--- src/rtl/xadc_pkg.sv ---
// Shared DRP constants and the scheduler state encoding for the XADC DRP scheduler.
package xadc_pkg;

  localparam int DRP_AW = 7;
  localparam int DRP_DW = 16;

  localparam logic [DRP_AW-1:0] ADDR_TEMP   = 7'h00;
  localparam logic [DRP_AW-1:0] ADDR_VCCINT = 7'h01;
  localparam logic [DRP_AW-1:0] ADDR_VCCAUX = 7'h02;
  localparam logic [DRP_AW-1:0] ADDR_VPVN   = 7'h03;
  localparam logic [DRP_AW-1:0] ADDR_CFG0   = 7'h40;

  typedef enum logic [2:0] {
    ST_IDLE,
    ST_SCAN_ISSUE,
    ST_SCAN_WAIT,
    ST_HOST_ISSUE,
    ST_HOST_WAIT
  } drp_state_t;

endpackage

--- src/rtl/xadc_drp_scheduler_watchdog.sv ---
// Loadable down-counter that flags a DRP transaction whose drdy never arrives.
module drp_watchdog #(
  parameter int unsigned TIMEOUT = 64
) (
  input  logic clk,
  input  logic rst,
  input  logic start,
  input  logic cancel,
  output logic expired
);

  // Loaded on the den cycle so that expiry lands exactly TIMEOUT cycles later.
  localparam logic [7:0] LOAD = 8'(TIMEOUT - 1);

  logic [7:0] cnt;
  logic       active;

  always_ff @(posedge clk) begin
    if (!rst) begin
      cnt    <= '0;
      active <= 1'b0;
    end else if (start) begin
      cnt    <= LOAD;
      active <= 1'b1;
    end else if (cancel || (active && cnt == '0)) begin
      active <= 1'b0;
    end else if (active) begin
      cnt <= cnt - 8'd1;
    end
  end

  assign expired = active && (cnt == '0);

endmodule

--- src/rtl/xadc_drp_scheduler.sv ---
// Shares the XADC DRP between an eos-triggered channel scan and single host transactions.
module xadc_drp_scheduler
  import xadc_pkg::*;
#(
  parameter int unsigned               NUM_CH  = 2,
  parameter logic [NUM_CH*DRP_AW-1:0]  CH_ADDR = {ADDR_VPVN, ADDR_TEMP},
  parameter int unsigned               TIMEOUT = 64
) (
  input  logic              clk,
  input  logic              rst,
  input  logic              eos,
  output logic [DRP_AW-1:0] drp_daddr,
  output logic              drp_den,
  output logic              drp_dwe,
  output logic [DRP_DW-1:0] drp_di,
  input  logic [DRP_DW-1:0] drp_do,
  input  logic              drp_drdy,
  input  logic              host_req,
  input  logic              host_we,
  input  logic [DRP_AW-1:0] host_addr,
  input  logic [DRP_DW-1:0] host_wdata,
  output logic              host_ack,
  output logic [DRP_DW-1:0] host_rdata,
  output logic              host_err,
  output logic              smp_valid,
  output logic [3:0]        smp_idx,
  output logic [11:0]       smp_data,
  output logic              scan_done,
  output logic              overrun,
  output logic              timeout_err,
  output drp_state_t        dbg_state
);

  // Handshake: host_req is a level held until the one-cycle host_ack; the host
  // drops it the cycle after ack, and the arbiter ignores it during the ack cycle.

  drp_state_t        state, state_n;
  logic [3:0]        slot;
  logic              scan_pend, ovr_seen, last_host, host_q, txn_we;
  logic              scan_want, host_want, start0, slot_last, wd_expired;
  logic              grant_scan, grant_host, scan_ok, scan_to, host_ok, host_to;
  logic [DRP_AW-1:0] slot_addr;

  assign dbg_state = state;
  assign scan_want = scan_pend || (slot != 4'd0);
  assign host_want = host_q && !host_ack;
  assign start0    = (state == ST_SCAN_ISSUE) && (slot == 4'd0);
  assign slot_last = (slot == 4'(NUM_CH - 1));

  always_comb begin
    slot_addr = '0;
    for (int i = 0; i < int'(NUM_CH); i++) begin
      if (slot == 4'(i)) slot_addr = CH_ADDR[i*DRP_AW +: DRP_AW];
    end
  end

  drp_watchdog #(.TIMEOUT(TIMEOUT)) u_watchdog (
    .clk     (clk),
    .rst     (rst),
    .start   ((state == ST_SCAN_ISSUE) || (state == ST_HOST_ISSUE)),
    .cancel  (scan_ok || host_ok),
    .expired (wd_expired)
  );

  always_ff @(posedge clk) begin
    if (!rst) state <= ST_IDLE;
    else      state <= state_n;
  end

  // When both sides want the port, whoever was not granted last goes next.
  always_comb begin
    state_n    = state;
    grant_scan = 1'b0;
    grant_host = 1'b0;
    scan_ok    = 1'b0;
    scan_to    = 1'b0;
    host_ok    = 1'b0;
    host_to    = 1'b0;
    case (state)
      ST_IDLE: begin
        if (scan_want && (!host_want || last_host)) begin
          grant_scan = 1'b1;
          state_n    = ST_SCAN_ISSUE;
        end else if (host_want) begin
          grant_host = 1'b1;
          state_n    = ST_HOST_ISSUE;
        end
      end
      ST_SCAN_ISSUE: state_n = ST_SCAN_WAIT;
      ST_SCAN_WAIT: begin
        if (drp_drdy) begin
          scan_ok = 1'b1;
          state_n = ST_IDLE;
        end else if (wd_expired) begin
          scan_to = 1'b1;
          state_n = ST_IDLE;
        end
      end
      ST_HOST_ISSUE: state_n = ST_HOST_WAIT;
      ST_HOST_WAIT: begin
        if (drp_drdy) begin
          host_ok = 1'b1;
          state_n = ST_IDLE;
        end else if (wd_expired) begin
          host_to = 1'b1;
          state_n = ST_IDLE;
        end
      end
      default: state_n = ST_IDLE;
    endcase
  end

  always_ff @(posedge clk) begin
    if (!rst) begin
      slot        <= '0;
      scan_pend   <= 1'b0;
      ovr_seen    <= 1'b0;
      last_host   <= 1'b1;
      host_q      <= 1'b0;
      txn_we      <= 1'b0;
      drp_daddr   <= '0;
      drp_den     <= 1'b0;
      drp_dwe     <= 1'b0;
      drp_di      <= '0;
      host_ack    <= 1'b0;
      host_rdata  <= '0;
      host_err    <= 1'b0;
      smp_valid   <= 1'b0;
      smp_idx     <= '0;
      smp_data    <= '0;
      scan_done   <= 1'b0;
      overrun     <= 1'b0;
      timeout_err <= 1'b0;
    end else begin
      // Registering host_req gives it the same one-cycle latency as eos.
      host_q <= host_req && !host_ack;

      // eos up to and including the slot-0 issue cycle folds into the pending scan.
      if (start0) begin
        scan_pend <= 1'b0;
        ovr_seen  <= 1'b0;
      end else if (eos) begin
        scan_pend <= 1'b1;
        if (scan_pend) ovr_seen <= 1'b1;
      end
      overrun <= eos && scan_pend && !ovr_seen;

      drp_den <= grant_scan || grant_host;
      drp_dwe <= grant_host && host_we;
      if (grant_scan) begin
        drp_daddr <= slot_addr;
      end else if (grant_host) begin
        drp_daddr <= host_addr;
        drp_di    <= host_wdata;
        txn_we    <= host_we;
      end
      if (grant_scan || grant_host) last_host <= grant_host;

      if (scan_ok || scan_to) slot <= slot_last ? 4'd0 : slot + 4'd1;
      smp_valid <= scan_ok;
      if (scan_ok) begin
        smp_idx  <= slot;
        smp_data <= drp_do[15:4];
      end
      scan_done   <= (scan_ok || scan_to) && slot_last;
      timeout_err <= scan_to;

      host_ack   <= host_ok || host_to;
      host_err   <= host_to;
      host_rdata <= (host_ok && !txn_we) ? drp_do : '0;
    end
  end

endmodule

--- config.mk ---
export PLATFORM = sky130hd
export DESIGN_NAME = xadc_drp_scheduler
export DESIGN_NICKNAME = d
export VERILOG_FILES = /design/src/rtl/xadc_pkg.sv /design/src/rtl/xadc_drp_scheduler_watchdog.sv /design/src/rtl/xadc_drp_scheduler.sv
export SDC_FILE = /design/constraint.sdc
export NUM_CORES = 1
export LEC_CHECK = 0
export BUFFER_PORTS_ARGS = -buffer_cell sky130_fd_sc_hd__buf_2
export CAP_MARGIN = 20
export CORE_MARGIN = 5
export CORE_UTILIZATION = 49
export CTS_CLUSTER_SIZE = 10
export DETAILED_ROUTE_END_ITERATION = 8
export GPL_TIMING_DRIVEN = 0
export PLACE_DENSITY = 0.85
export SLEW_MARGIN = 20
export SYNTH_ARGS = -nofsm -noshare
export SYNTH_HDL_FRONTEND = slang
export SYNTH_HIERARCHICAL = 1
export SYNTH_SLANG_ARGS = --single-unit
--- constraint.sdc ---
create_clock -name clk -period 2.8 [get_ports clk]
set_clock_uncertainty 0.05 [all_clocks]
set_input_delay 0.28 -clock clk [delete_from_list [all_inputs] [get_ports clk]]
set_output_delay 0.28 -clock clk [all_outputs]
set_load 0.1 [all_outputs]
# Word-level counts from Yosys, hierarchy flattened

Index checks and enable logic that the tools add are counted.

$add $sub $neg: 2
Eq/ne operators: 8
Muxes and demuxes: 26
Bitwise logic cells: 3
Reduce and logical (&&, ||, !) cells: 38

Operator list:

| cell                                                                | count |
|---|---|
| 6-bit two-way mux                                                   | 3 |
| 1-bit two-way mux                                                   | 14 |
| 7-bit two-way mux                                                   | 2 |
| 3-bit two-way mux                                                   | 4 |
| 3-bit case mux with 4 select lines                                  | 1 |
| 2-bit AND reduction                                                 | 6 |
| 1-bit logical AND                                                   | 10 |
| 8-bit logical NOT                                                   | 1 |
| 1-bit logical OR                                                    | 8 |
| 8-bit by 1-bit subtractor with 8-bit output (second input constant) | 1 |
| 3-bit by 2-bit == test with 1-bit output (second input constant)    | 2 |
| 2-bit nonzero test                                                  | 3 |
| 2-bit OR reduction                                                  | 3 |
| 4-bit by 1-bit adder with 4-bit output (second input constant)      | 1 |
| 4-bit by 1-bit == test with 1-bit output (second input constant)    | 1 |
| 1-bit logical NOT                                                   | 4 |
| 4-bit logical NOT                                                   | 1 |
| 4-bit two-way mux                                                   | 1 |
| 4-bit nonzero test                                                  | 1 |
| 3-bit by 1-bit == test with 1-bit output (second input constant)    | 1 |
| 3-bit == test (second input constant)                               | 1 |
| 3-bit logical NOT                                                   | 1 |
| 3-bit by 1-bit != test with 1-bit output (second input constant)    | 1 |
| 3-bit != test (second input constant)                               | 1 |
| other kinds (3)                                                     | 5 |

Register bits after elaboration: 84
Input bits: 45
Output and inout port bits: 66
Word-level logic and storage cells: 100

# Longest topological paths before layout

Gate-level depths: netlist (run 1).

Depth in word-level cells: 9
Depth in mapped cells: 8
Depth with buffers taken out: 8

# Hierarchy

Netlist (run 1), hierarchy kept.

Modules (own cells, without submodules):

| module             | instances | cells an instance | area each (sq um) | sequential area each (sq um) |
|---|---|---|---|---|
| xadc_drp_scheduler | 1         | 291               | 2728.9            | 1501.4 |
| drp_watchdog       | 1         | 47                | 481.7             | 180.2 |

# Worst setup path before layout (run 1)

Ideal clock, no wire load.

Path type: register to register
Start point: register state[2] (netlist: dbg_state[2])
End point: register u_watchdog.cnt[7]
Library setup time: 0.070 ns
Data arrival time: 2.652 ns
Required time: 2.680 ns
Path slack: 0.028 ns
Stages on the path, launching flop included: 9
Path buffers: 1
Clock period less this slack: 2.772 ns
Cells stage by stage: dfxtp_1 > buf_2 > xnor2_1 > nor2_1 > and2_1 > nor4b_1 > o211ai_2 > or4_1 > a21oi_1

Word-level cells in the longest chain between the ends: 6
Elaborated cells between the ends (all ways): 12
Those cells by class: eq/ne (4); mux (2); bitwise (1); reduce/logical (5)

RTL lines:

| item                                                                             | RTL line                          | text |
|---|---|---|
| start: declaration                                                               | xadc_drp_scheduler.sv:37          | `drp_state_t state, state_n;` |
| start signal: assignment                                                         | xadc_drp_scheduler.sv:67          | `else state <= state_n;` |
| 3-bit by 2-bit == test with 1-bit output / 3-bit == test (equally long branches) | xadc_drp_scheduler.sv:79          | `case (state)` |
| 1-bit two-way mux                                                                | xadc_drp_scheduler.sv:79          |  |
| 1-bit logical OR                                                                 | xadc_drp_scheduler.sv:61          | `.cancel (scan_ok \|\| host_ok),` |
| 1-bit logical OR                                                                 | xadc_drp_scheduler_watchdog.sv:25 | `end else if (cancel \|\| (active && cnt == '0)) begin` |
| 1-bit inverter (no line)                                                         | n/a                               |  |
| 2-bit AND reduction (no line)                                                    | n/a                               |  |
| end signal: assignment                                                           | xadc_drp_scheduler_watchdog.sv:28 | `cnt <= cnt - 8'd1;` |
| end: declaration                                                                 | xadc_drp_scheduler_watchdog.sv:15 | `logic [7:0] cnt;` |

Several ways; a longest one is shown, not always the timed one.
A chain may end at the register's enable or synchronous reset.

# Worst setup path in the final report (run 1)

Start point: register state[1] (netlist: dbg_state[1])
End point: register u_watchdog.cnt[7]

The elaborated chain is that of the path after synthesis.

==> summary.txt, run 1 <==
Outcome
  • Status: finished, final reports clean

STA
  • Worst-Margin Slew: between 0.6 and 0.7 ns
  • Pins over their slew limit: 0
  • Rel. slew slack: approximately 57%
  • Final hold viol count: 0
  • Fin worst setup slack: just over 0.6 ns
  • Final TNS setup: 0 ns
  • Final period util: 77.9%
  • Fmax: 459 MHz
  • Setup repair after global routing missed its margin: no
  • Final Setup Violations: 0
  • Crit path time final: 2.18 ns

GRT
  • Largest net degree at the start of global routing: 15
  • Global Route Usage Sum: 17.8%
  • Vias in the first global route: between 2,000 and 3,000
  • Antenna violations before repair: 0
  • GRT overflow: 0
  • First-pass GRT wire length: 12,200 um

Die
  • Die height: just over 90 um
  • Overall die width: 90.9 um
  • DIE AREA: between 0.008 and 0.009 mm^2
  • Core area: 0.00635 mm^2
  • I/O pin count: roughly 110
  • Rows: 29
  • Initial Utilization: 50.6%

Power and ir drop
  • Sequential power share: 41.2%
  • Combinational Power Share: 34.4%
  • Sw Pwr: approximately 0.0014 W
  • Max IR drop VDD: 545 uV
  • Pint: 0.00205 W
  • Power Total: around 0.0034 W
  • PwrDens: 845 mW/mm^2
  • Switch share: 40.2%
  • Clk network pwr share: roughly 24%
  • Lkg Pwr: around 1.9 nW

Final layout
  • Non-Filler Instances: 540
  • Area growth from synthesis to layout: 26.0%
  • Final-stage net count: roughly 510
  • Core Util, Final: 63.7%
  • Share of cells above drive strength 1: 32.0%
  • Antenna Diode Count: 0

Placement
  • Placed cell count: 524
  • Pre-CTS setup slack: 0.610 ns
  • Placer Congestion: ~0.83
  • Port-buffer cells: around 110
  • Post-DP HPWL: 5680 um

Critical path
  • Worst Setup End Kind: register
  • Startpoint type of the worst setup path: register
  • CP Class: reg -> reg
  • CP max stage cell: or4_1
  • WP data required: between 3 and 4 ns
  • Crit path max fanout: 8
  • Slowest stage delay, CP: 0.42 ns
  • Worst path arrival time: 2.41 ns
  • Cell chain of the critical path: buf_2 > xnor2_1 > nor2_1 > and2_1 > nor4b_1 > o211ai_2 > or4_1 > a21oi_1

Logic synthesis
  • Synth warn: 6
  • Asr flop ratio synth: 0%
  • Most instantiated cells after synthesis: dfxtp_1 (84), nand2_1 (82), a21oi_1 (21)
  • Syn nets: ~390
  • Largest cells by area after synthesis: dfxtp_1 (52%), nand2_1 (9.6%), mux2i_1 (5.6%)
  • Count leader, synth: dfxtp_1
  • Post-synth EDFFs: 0
  • Post-Syn Instances: 338
  • Synth area leader: dfxtp_1
  • Share of the synthesized area in the top cell type: around 52%
  • Synthesized area: 0.00321 mm^2
  • Sequential area share after synthesis: a little over half
  • Avg Cell Area, Syn: 9.50 um^2
  • Synth cell types: 53
  • #FFs+latches synth: 84
  • Top_reg_cell synth: dfxtp_1

Routing
  • WL final: about 7400 um
  • DRC: 0
  • Initial DRT Pass Iterations: 4
  • Vias: between 2,000 and 3,000
  • Drt wl/cell: 13.7 um
  • Post-DRT Antenna Nets: 0
  • Initial DRC Count: approximately 130
  • Vias per inst: 5.11

Clock tree
  • Clk Tree Root Cell: clkbuf_8
  • Hold_buf cts: 0
  • Total CTS buffers: 9
  • CTS clock-pin slew for the worst setup and hold paths: 0.08 ns
  • Bufs on Longest Clock Path: 2
  • Worst-Skew Late Latency: 0.34 ns
  • CTS-repair resized insts: 0
  • CTS tree: yes
  • CTS Sinks: between 80 and 90
  • Clock H-tree levels: 3
  • Post-CTS setup buffers: 0

Job
  • Max_cap viols: 0

Min path
  • Hold Crit Class: in -> reg
==> cell usage in the layout (no fill, tap or decap), types with 2 or more instances in the layout <==
cell	instances
a21oi_1	21
a32o_2	5
and2_1	19
and3_1	2
buf_1	2
buf_12	2
buf_2	113
clkbuf_1	11
clkbuf_8	9
clkinv_2	2
clkinv_4	2
dfxtp_1	84
ha_1	2
inv_1	4
mux2i_1	18
nand2_1	82
nand2b_1	2
nand3_1	3
nor2_1	20
nor3_1	3
nor3b_1	3
nor4b_1	2
o211ai_1	3
o21a_1	6
o21ai_0	2
o31ai_1	2
or4_4	2
xnor2_1	5
xor2_1	3
==> stage by stage <==
stage / area [um^2] / hold WS [ns]
after global routing: 4050 / 0.0811
after CTS: 4050 / 0.0684
after detailed placement: 3850 / 0.375
after floorplan: 3210 / 0.344
final: 4050 / 0.0819
after global placement: 3850 / 0.361
==> area by class of cell <==
cell class / count / area, um^2
clock inverter: 6 / 65.1
buffer: 19 / 120
timing repair buffer: 109 / 546
fill: 528 / 2300
clock buffer: 10 / 128
inverter: 5 / 18.8
sequential: 84 / 1680
tap: 77 / 96.3
multi-input combinational: 230 / 1390
==> logic make-up after synthesis <==
group | after synthesis | share of synthesized area, %
simple gates | 151 | 22.8
fa+ha+maj | 2 | 0.779
mux | 18 | 5.61
xor+xnor | 8 | 2.18
buf+inv | 24 | 4.33
compound gates | 51 | 12.0
flops | 84 | 52.4
==> power by group through the flow <==
| stage | logic [W] | registers, W | clock network (W) |
|---|---|---|---|
| 2_1_floorplan | 0.000472 | 0.00192 | 0 |
| 3_3_place_gp | 0.00115 | 0.00143 | 0 |
| 3_5_place_dp | 0.00118 | 0.00143 | 0 |
| 4_1_cts | 0.00118 | 0.00141 | 0.000856 |
| 5_1_grt | 0.00125 | 0.00142 | 0.000906 |
| 6_report | 0.00118 | 0.00141 | 0.000834 |
==> worst max-delay path, delay by kind of cell (launching register included) <==
kind | cells | cell delay (ns)
buf+inv | 1 | 0.20
flops | 1 | 0.35
xor+xnor | 1 | 0.14
simple gates | 4 | 1.04
compound gates | 2 | 0.33
==> flip-flops by register name, indices dropped and copies added (netlist names), 3 cells and up <==
register	flops
slot	4
drp_daddr	7
u_watchdog/cnt	8
dbg_state	3
smp_idx	4
smp_data	12
drp_di	16
host_rdata	16
==> final timing paths <==
check | start | to | slack [ns] | cells past startpoint
worst min-delay path | drp_do[0] | host_rdata[0] | 0.08 | 2
worst max-delay path | dbg_state[1] | u_watchdog/cnt[7] | 0.62 | 8
worst min register to register | ovr_seen | overrun | 0.39 | 1
worst max register to register | dbg_state[1] | u_watchdog/cnt[7] | 0.62 | 8
==> layer usage <==
metal	GRT usage (%)	routed length (um)	vias to the layer above
met5	0	0	-
met1	21.5	3200	1261
li1	-	-	1379
met2	29.3	3390	109
met3	6.20	730	8
met4	6.60	87	0
(Power assumes the default switching activity.)
==> run 2, diff against run 1 <==
--- a/config.mk
+++ b/config.mk
@@ -8,11 +8,11 @@
 export BUFFER_PORTS_ARGS = -buffer_cell sky130_fd_sc_hd__buf_2
 export CAP_MARGIN = 20
 export CORE_MARGIN = 5
-export CORE_UTILIZATION = 49
+export CORE_UTILIZATION = 45
 export CTS_CLUSTER_SIZE = 10
 export DETAILED_ROUTE_END_ITERATION = 8
 export GPL_TIMING_DRIVEN = 0
-export PLACE_DENSITY = 0.85
+export PLACE_DENSITY = 0.83
 export SLEW_MARGIN = 20
 export SYNTH_ARGS = -nofsm -noshare
 export SYNTH_HDL_FRONTEND = slang
==> constraint.sdc (replaced) <==
create_clock -name clk -period 2 [get_ports clk]
set_clock_uncertainty 0.05 [all_clocks]
set_input_delay 0.2 -clock clk [delete_from_list [all_inputs] [get_ports clk]]
set_output_delay 0.2 -clock clk [all_outputs]
set_load 0.1 [all_outputs]
==> summary.txt, run 2 (same netlist as run 1, synthesis figures left out) <==
Routing
  • Initial DRC Count: 104 (was 125)
  • Vias: 2,755 (was 2,757)
  • Post-DRT Antenna Nets: 0 (unchanged)
  • DRC: 0 (unchanged)
  • Drt wl/cell: 13.3 um (was 13.7 um)
  • WL final: 7580 um (was 7410 um)
  • Initial DRT Pass Iterations: 4 (unchanged)
  • Vias per inst: 4.84 (was 5.11)

Critical path
  • R2R Path Start: dbg_state[1] (unchanged)
  • WP data required: 2.19 ns (was 3.03 ns)
  • Cell chain of the critical path: buf_4 > xnor2_1 > nor2_1 > and2_4 > nor4b_2 > o211ai_2 > buf_4 > o31ai_1 > a21oi_2 (was buf_2 > xnor2_1 > nor2_1 > and2_1 > nor4b_1 > o211ai_2 > or4_1 > a21oi_1)
  • Worst Setup End Kind: register (unchanged)
  • CP max stage cell: dfxtp_4 (was or4_1)
  • CP dominant cell by count: buf_4
  • Worst path arrival time: 2.15 ns (was 2.41 ns)
  • Crit path max fanout: 8 (unchanged)
  • Startpoint type of the worst setup path: register (unchanged)
  • CP Class: reg -> reg (unchanged)
  • Slowest stage delay, CP: 0.34 ns (was 0.42 ns)
  • Critical Path Source: dbg_state[1] (unchanged)

Power and ir drop
  • PwrDens: 1190 mW/mm^2 (was 845 mW/mm^2)
  • Max IR drop VDD: 487 uV (was 545 uV)
  • Power Total: 0.00506 W (was 0.00342 W)
  • Lkg Pwr: 1.93 nW (was 1.86 nW)

Min path
  • Critical hold path startpoint: drp_do[6] (was drp_do[0])
  • Hold Crit Class: in -> reg (unchanged)

Final layout
  • Commonest non-fill, non-tap cells in the layout: buf_2 (111), nand2_1 (82), dfxtp_1 (80), a21oi_1 (20), nor2_1 (19) (was buf_2 (113), dfxtp_1 (84), nand2_1 (82), a21oi_1 (21), nor2_1 (20))
  • Share of cells above drive strength 1: 34.5% (was 32.0%)
  • Most common cell after layout, fill and taps aside: buf_2 (unchanged)
  • Final-stage net count: 515 (was 505)
  • Post-route cell area: 0.00425 mm^2 (was 0.00405 mm^2)
  • Biggest regs: drp_di (16), host_rdata (16), smp_data (12) (unchanged)
  • Antenna Diode Count: 0 (unchanged)
  • Area growth from synthesis to layout: 32.4% (was 26.0%)

Die
  • Die height: 94.5 um (was 90.9 um)
  • I/O pin count: 111 (unchanged)
  • Rows: 30 (was 29)
  • Initial Utilization: 46.7% (was 50.6%)
  • DIE AREA: 0.00892 mm^2 (was 0.00827 mm^2)
  • Overall die width: 94.5 um (was 90.9 um)
  • Core area: 0.00687 mm^2 (was 0.00635 mm^2)

GRT
  • First-pass GRT wire length: 12,300 um (was 12,200 um)
  • Global Route Usage Sum: 17.3% (was 17.8%)
  • Antenna violations before repair: 0 (unchanged)
  • GRT overflow: 0 (unchanged)
  • Vias in the first global route: 2,705 (was 2,666)
  • Largest net degree at the start of global routing: 17 (was 15)

Clock tree
  • Total CTS buffers: 9 (unchanged)
  • CTS Sinks: 84 (unchanged)
  • CTS clock-pin slew for the worst setup and hold paths: 0.09 ns (was 0.08 ns)
  • Worst-Skew Late Latency: 0.35 ns (was 0.34 ns)
  • Clock H-tree levels: 3 (unchanged)
  • CTS tree: yes (unchanged)
  • Bufs on Longest Clock Path: 2 (unchanged)
  • Clk Tree Root Cell: clkbuf_8 (unchanged)

Placement
  • Port-buffer cells: 109 (unchanged)
  • Placer Congestion: 0.800 (was 0.827)
  • Area after DPL: 0.00389 mm^2 (was 0.00385 mm^2)
  • Post-DP HPWL: 5660 um (was 5680 um)

Job
  • Max_cap viols: 0 (unchanged)

STA
  • Final hold viol count: 0 (unchanged)
  • Crit path time final: 1.96 ns (was 2.18 ns)
  • Rel. slew slack: 65.7% (was 56.7%)
  • Fmax: 510 MHz (was 459 MHz)
  • Hold WS: 0.0149 ns (was 0.0819 ns)
  • Final period util: 98.0% (was 77.9%)
  • Setup repair after global routing missed its margin: yes (was no)
  • Worst-Margin Slew: 0.513 ns (was 0.648 ns)
  • Pins over their slew limit: 0 (unchanged)
  • Final Setup Violations: 0 (unchanged)

Outcome
  • Status: finished, final reports clean (unchanged)
[run 2: changes by cell type in the layout (fill, tap and decap cells not counted), sizes merged]
cell / delta
clkinv: -4
bufinv: +1
clkbuf: -1
buf: +3
inv: +4
dlygate4sd3: +7
[run 2: where the power goes]
part           total [W]  internal (W)  switching [W]
combinational    0.00170      0.000489        0.00122
clock            0.00137      0.000725       0.000648
sequential       0.00198       0.00184       0.000137
total            0.00506       0.00306        0.00200
[run 2: layer usage]
metal | global-route usage (%) | vias up | routed length [um]
li1 | - | 1400 | -
met1 | 20.0 | 1244 | 3230
met2 | 28.8 | 103 | 3440
met3 | 8.13 | 8 | 856
met4 | 4.93 | 0 | 53
met5 | 0 | - | 0
[run 2: worst max-delay path, delay by kind of cell (launching register included)]
family | cells | cell delay [ns]
flops | 1 | 0.34
xor+xnor | 1 | 0.15
simple gates | 3 | 0.51
compound gates | 3 | 0.47
buf+inv | 2 | 0.33
[run 2: final cells by class]
cell class              instances  area [um^2]
inverters                       5         18.8
clock buffers                   9          124
well taps                      96          120
multi-input cells             230         1420
plain buffers                  19          129
flip-flops and latches         84         1690
clock inverters                 7          105
repair buffers                119          638
fillers                       595         2620
[run 2: path summary, 6_finish.rpt]
path	to	slack, ns	cells after the start
setup / recovery	u_watchdog/cnt[7]	0.04	9
hold / removal	host_rdata[6]	0.01	2
setup reg to reg	u_watchdog/cnt[7]	0.04	9
hold reg to reg	overrun	0.37	1
[run 2: repair_timing]
| item | in CTS | in global routing |
|---|---|---|
| setup endpoints to repair | 8 | 4 |
| endpoints found under the hold margin | 7 | 0 |
| setup buffers | 0 | 3 |
| hold buffers | 7 | 0 |
| pin swaps | 0 | 5 |
| resized for setup | 4 | 4 |
[run 2: metrics by stage]
| stage | util, % | worst slack (ns) | setup TNS (ns) | instances |
|---|---|---|---|---|
| 2_1_floorplan | - | -0.192 | -0.192 | 338 |
| 3_3_place_gp | 56.7 | -0.0460 | -0.451 | 543 |
| 3_5_place_dp | 56.7 | -0.0719 | -0.680 | 543 |
| 4_1_cts | 61.3 | 0.00632 | 0 | 566 |
| 5_1_grt | 61.9 | -0.0429 | -0.0429 | 569 |
| 6_report | 61.9 | 0.0401 | 0 | 569 |
==> run 3, diff against run 2 <==
--- a/config.mk
+++ b/config.mk
@@ -5,7 +5,7 @@
 export SDC_FILE = /design/constraint.sdc
 export NUM_CORES = 1
 export LEC_CHECK = 0
-export BUFFER_PORTS_ARGS = -buffer_cell sky130_fd_sc_hd__buf_2
+export BUFFER_PORTS_ARGS = -buffer_cell sky130_fd_sc_hd__buf_4
 export CAP_MARGIN = 20
 export CORE_MARGIN = 5
 export CORE_UTILIZATION = 45
==> summary.txt, run 3 (same netlist as run 1, synthesis figures left out) <==
Outcome
  • Status: finished, final reports clean (unchanged)

Final layout
  • Commonest non-fill, non-tap cells in the layout: buf_4 (119), nand2_1 (82), dfxtp_1 (80), a21oi_1 (21), nor2_1 (19) (was buf_2 (111), nand2_1 (82), dfxtp_1 (80), a21oi_1 (20), nor2_1 (19))
  • Biggest regs: drp_di (16), host_rdata (16), smp_data (12) (unchanged)
  • Most common cell after layout, fill and taps aside: buf_4 (was buf_2)
  • Share of cells above drive strength 1: 34.5% (about the same)
  • Area growth from synthesis to layout: 44.4% (was 32.4%)
  • Final-stage net count: 526 (was 515)
  • Post-route cell area: 0.00464 mm^2 (was 0.00425 mm^2)
  • FILL cells: 531 (was 595)
  • Antenna Diode Count: 0 (unchanged)

Critical path
  • Crit path max fanout: 8 (unchanged)
  • CP Class: reg -> reg (unchanged)
  • WP data required: 2.23 ns (was 2.19 ns)
  • Worst Setup End Kind: register (unchanged)
  • FF-to-FF setup slack: 0.1 ns (was 0.04 ns)
  • Worst path arrival time: 2.13 ns (was 2.15 ns)
  • Startpoint type of the worst setup path: register (unchanged)

STA
  • Worst-Margin Slew: 0.480 ns (was 0.513 ns)
  • Hold WS: 0.0130 ns (was 0.0149 ns)
  • Final hold viol count: 0 (unchanged)
  • Rel. slew slack: 67.9% (was 65.7%)
  • Fmax: 526 MHz (was 510 MHz)
  • Pins over their slew limit: 0 (unchanged)
  • Crit path time final: 1.90 ns (was 1.96 ns)
  • Final Setup Violations: 0 (unchanged)
  • Final period util: 95.1% (was 98.0%)

Clock tree
  • CTS tree: yes (unchanged)
  • CTS clock-pin slew for the worst setup and hold paths: 0.09 ns (about the same)
  • CTS Sinks: 84 (unchanged)
  • Clock H-tree levels: 3 (unchanged)
  • Worst-Skew Late Latency: 0.35 ns (about the same)
  • Total CTS buffers: 9 (unchanged)
  • Bufs on Longest Clock Path: 2 (unchanged)
  • Clk Tree Root Cell: clkbuf_8 (unchanged)

Die
  • Overall die width: 94.5 um (unchanged)
  • Core area: 0.00687 mm^2 (unchanged)
  • Rows: 30 (unchanged)
  • I/O pin count: 111 (unchanged)
  • Die height: 94.5 um (unchanged)
  • Initial Utilization: 46.7% (unchanged)
  • DIE AREA: 0.00892 mm^2 (unchanged)

Power and ir drop
  • Max IR drop VDD: 549 uV (was 487 uV)
  • PwrDens: 1130 mW/mm^2 (was 1190 mW/mm^2)
  • Lkg Pwr: 2.01 nW (was 1.93 nW)

GRT
  • Vias in the first global route: 2,757 (was 2,705)
  • Met3 Use GR: 7.17% (was 8.13%)
  • Global routing usage on met2: 29.4% (was 28.8%)
  • GRT overflow: 0 (unchanged)
  • Largest net degree at the start of global routing: 17 (unchanged)
  • Global Route Usage Sum: 17.6% (was 17.3%)
  • First-pass GRT wire length: 12,400 um (was 12,300 um)
  • Antenna violations before repair: 0 (unchanged)
  • Global routing usage on met1: 20.4% (was 20.0%)
  • Most Crowded Layer GR: met2 (unchanged)

Routing
  • Initial DRC Count: 128 (was 104)
  • WL final: 7860 um (was 7580 um)
  • Initial DRT Pass Iterations: 4 (unchanged)
  • Drt wl/cell: 13.5 um (was 13.3 um)
  • Vias: 2,829 (was 2,755)
  • DRC: 0 (unchanged)
  • Vias per inst: 4.88 (was 4.84)
  • Post-DRT Antenna Nets: 0 (unchanged)

Placement
  • Post-DP HPWL: 5680 um (was 5660 um)
  • Placer Congestion: 0.779 (was 0.800)
  • Area after DPL: 0.00417 mm^2 (was 0.00389 mm^2)
  • Port-buffer cells: 109 (unchanged)

Min path
  • Hold Crit Class: in -> reg (unchanged)

Job
  • Max_cap viols: 0 (unchanged)
==> run 3: cell count changes in the layout (fill, tap and decap cells not counted), sizes merged <==
cell         delta
buf             +5
dlygate4sd3     +6
==> run 3: final cells by class <==
cell class                      count  area, um^2  area share (%)
Timing Repair Buffer              132        1020            22.1
Buffer                             17         110            2.37
Multi-Input combinational cell    230        1440            31.1
Inverter                            5        18.8           0.405
Sequential cell                    84        1690            36.5
Clock buffer                        9         124            2.67
Tap cell                           96         120            2.59
Clock inverter                      7         105            2.27
==> run 3: critical path, cell delays in order, from the launching register on <==
cell      delay, ns
dfxtp_4        0.41
xnor2_2        0.11
nor2_1         0.07
and2_4         0.18
nor4b_4        0.26
o211ai_2       0.12
or4_1          0.51
a21oi_1        0.13
==> run 3: final timing paths <==
check | from | to | depth (start not counted)
max | dbg_state[1] | u_watchdog/cnt[7] | 7
min | host_req | host_q | 3
max reg2reg | dbg_state[1] | u_watchdog/cnt[7] | 7
min reg2reg | ovr_seen | overrun | 1
==> run 3: through the flow <==
step	util, %	TNS (ns)	total power (W)	cells	worst slack (ns)
5_1_grt	67.5	-0.0231	0.00548	580	-0.0231
3_5_place_dp	60.7	-0.312	0.00375	543	-0.0754
2_1_floorplan	-	-0.192	0.00336	338	-0.192
3_3_place_gp	60.7	-0.0589	0.00371	543	-0.0356
6_report	67.5	0	0.00522	580	0.0971
4_1_cts	66.1	0	0.00517	572	0.0352
==> run 3: what timing repair did <==
item	4_1_cts	5_1_grt
hold endpoints to repair	12	1
setup endpoints to repair	12	12
pin swaps	0	7
hold buffers	12	1
gates resized for setup	4	5
setup buffers	1	9
==> run 3: power breakdown <==
group | leakage [nW] | switching (W) | internal (W)
logic | 1.21 | 0.00122 | 0.000621
clock network | 0.113 | 0.000646 | 0.000725
registers | 0.684 | 0.000160 | 0.00184
total | 2.01 | 0.00203 | 0.00319
==> run 3: layer usage <==
| metal | vias to the layer above | share of wire, % |
|---|---|---|
| li1 | 1430 | - |
| met5 | - | 0 |
| met2 | 110 | 46 |
| met1 | 1281 | 42 |
| met4 | 0 | 0.97 |
| met3 | 8 | 11 |
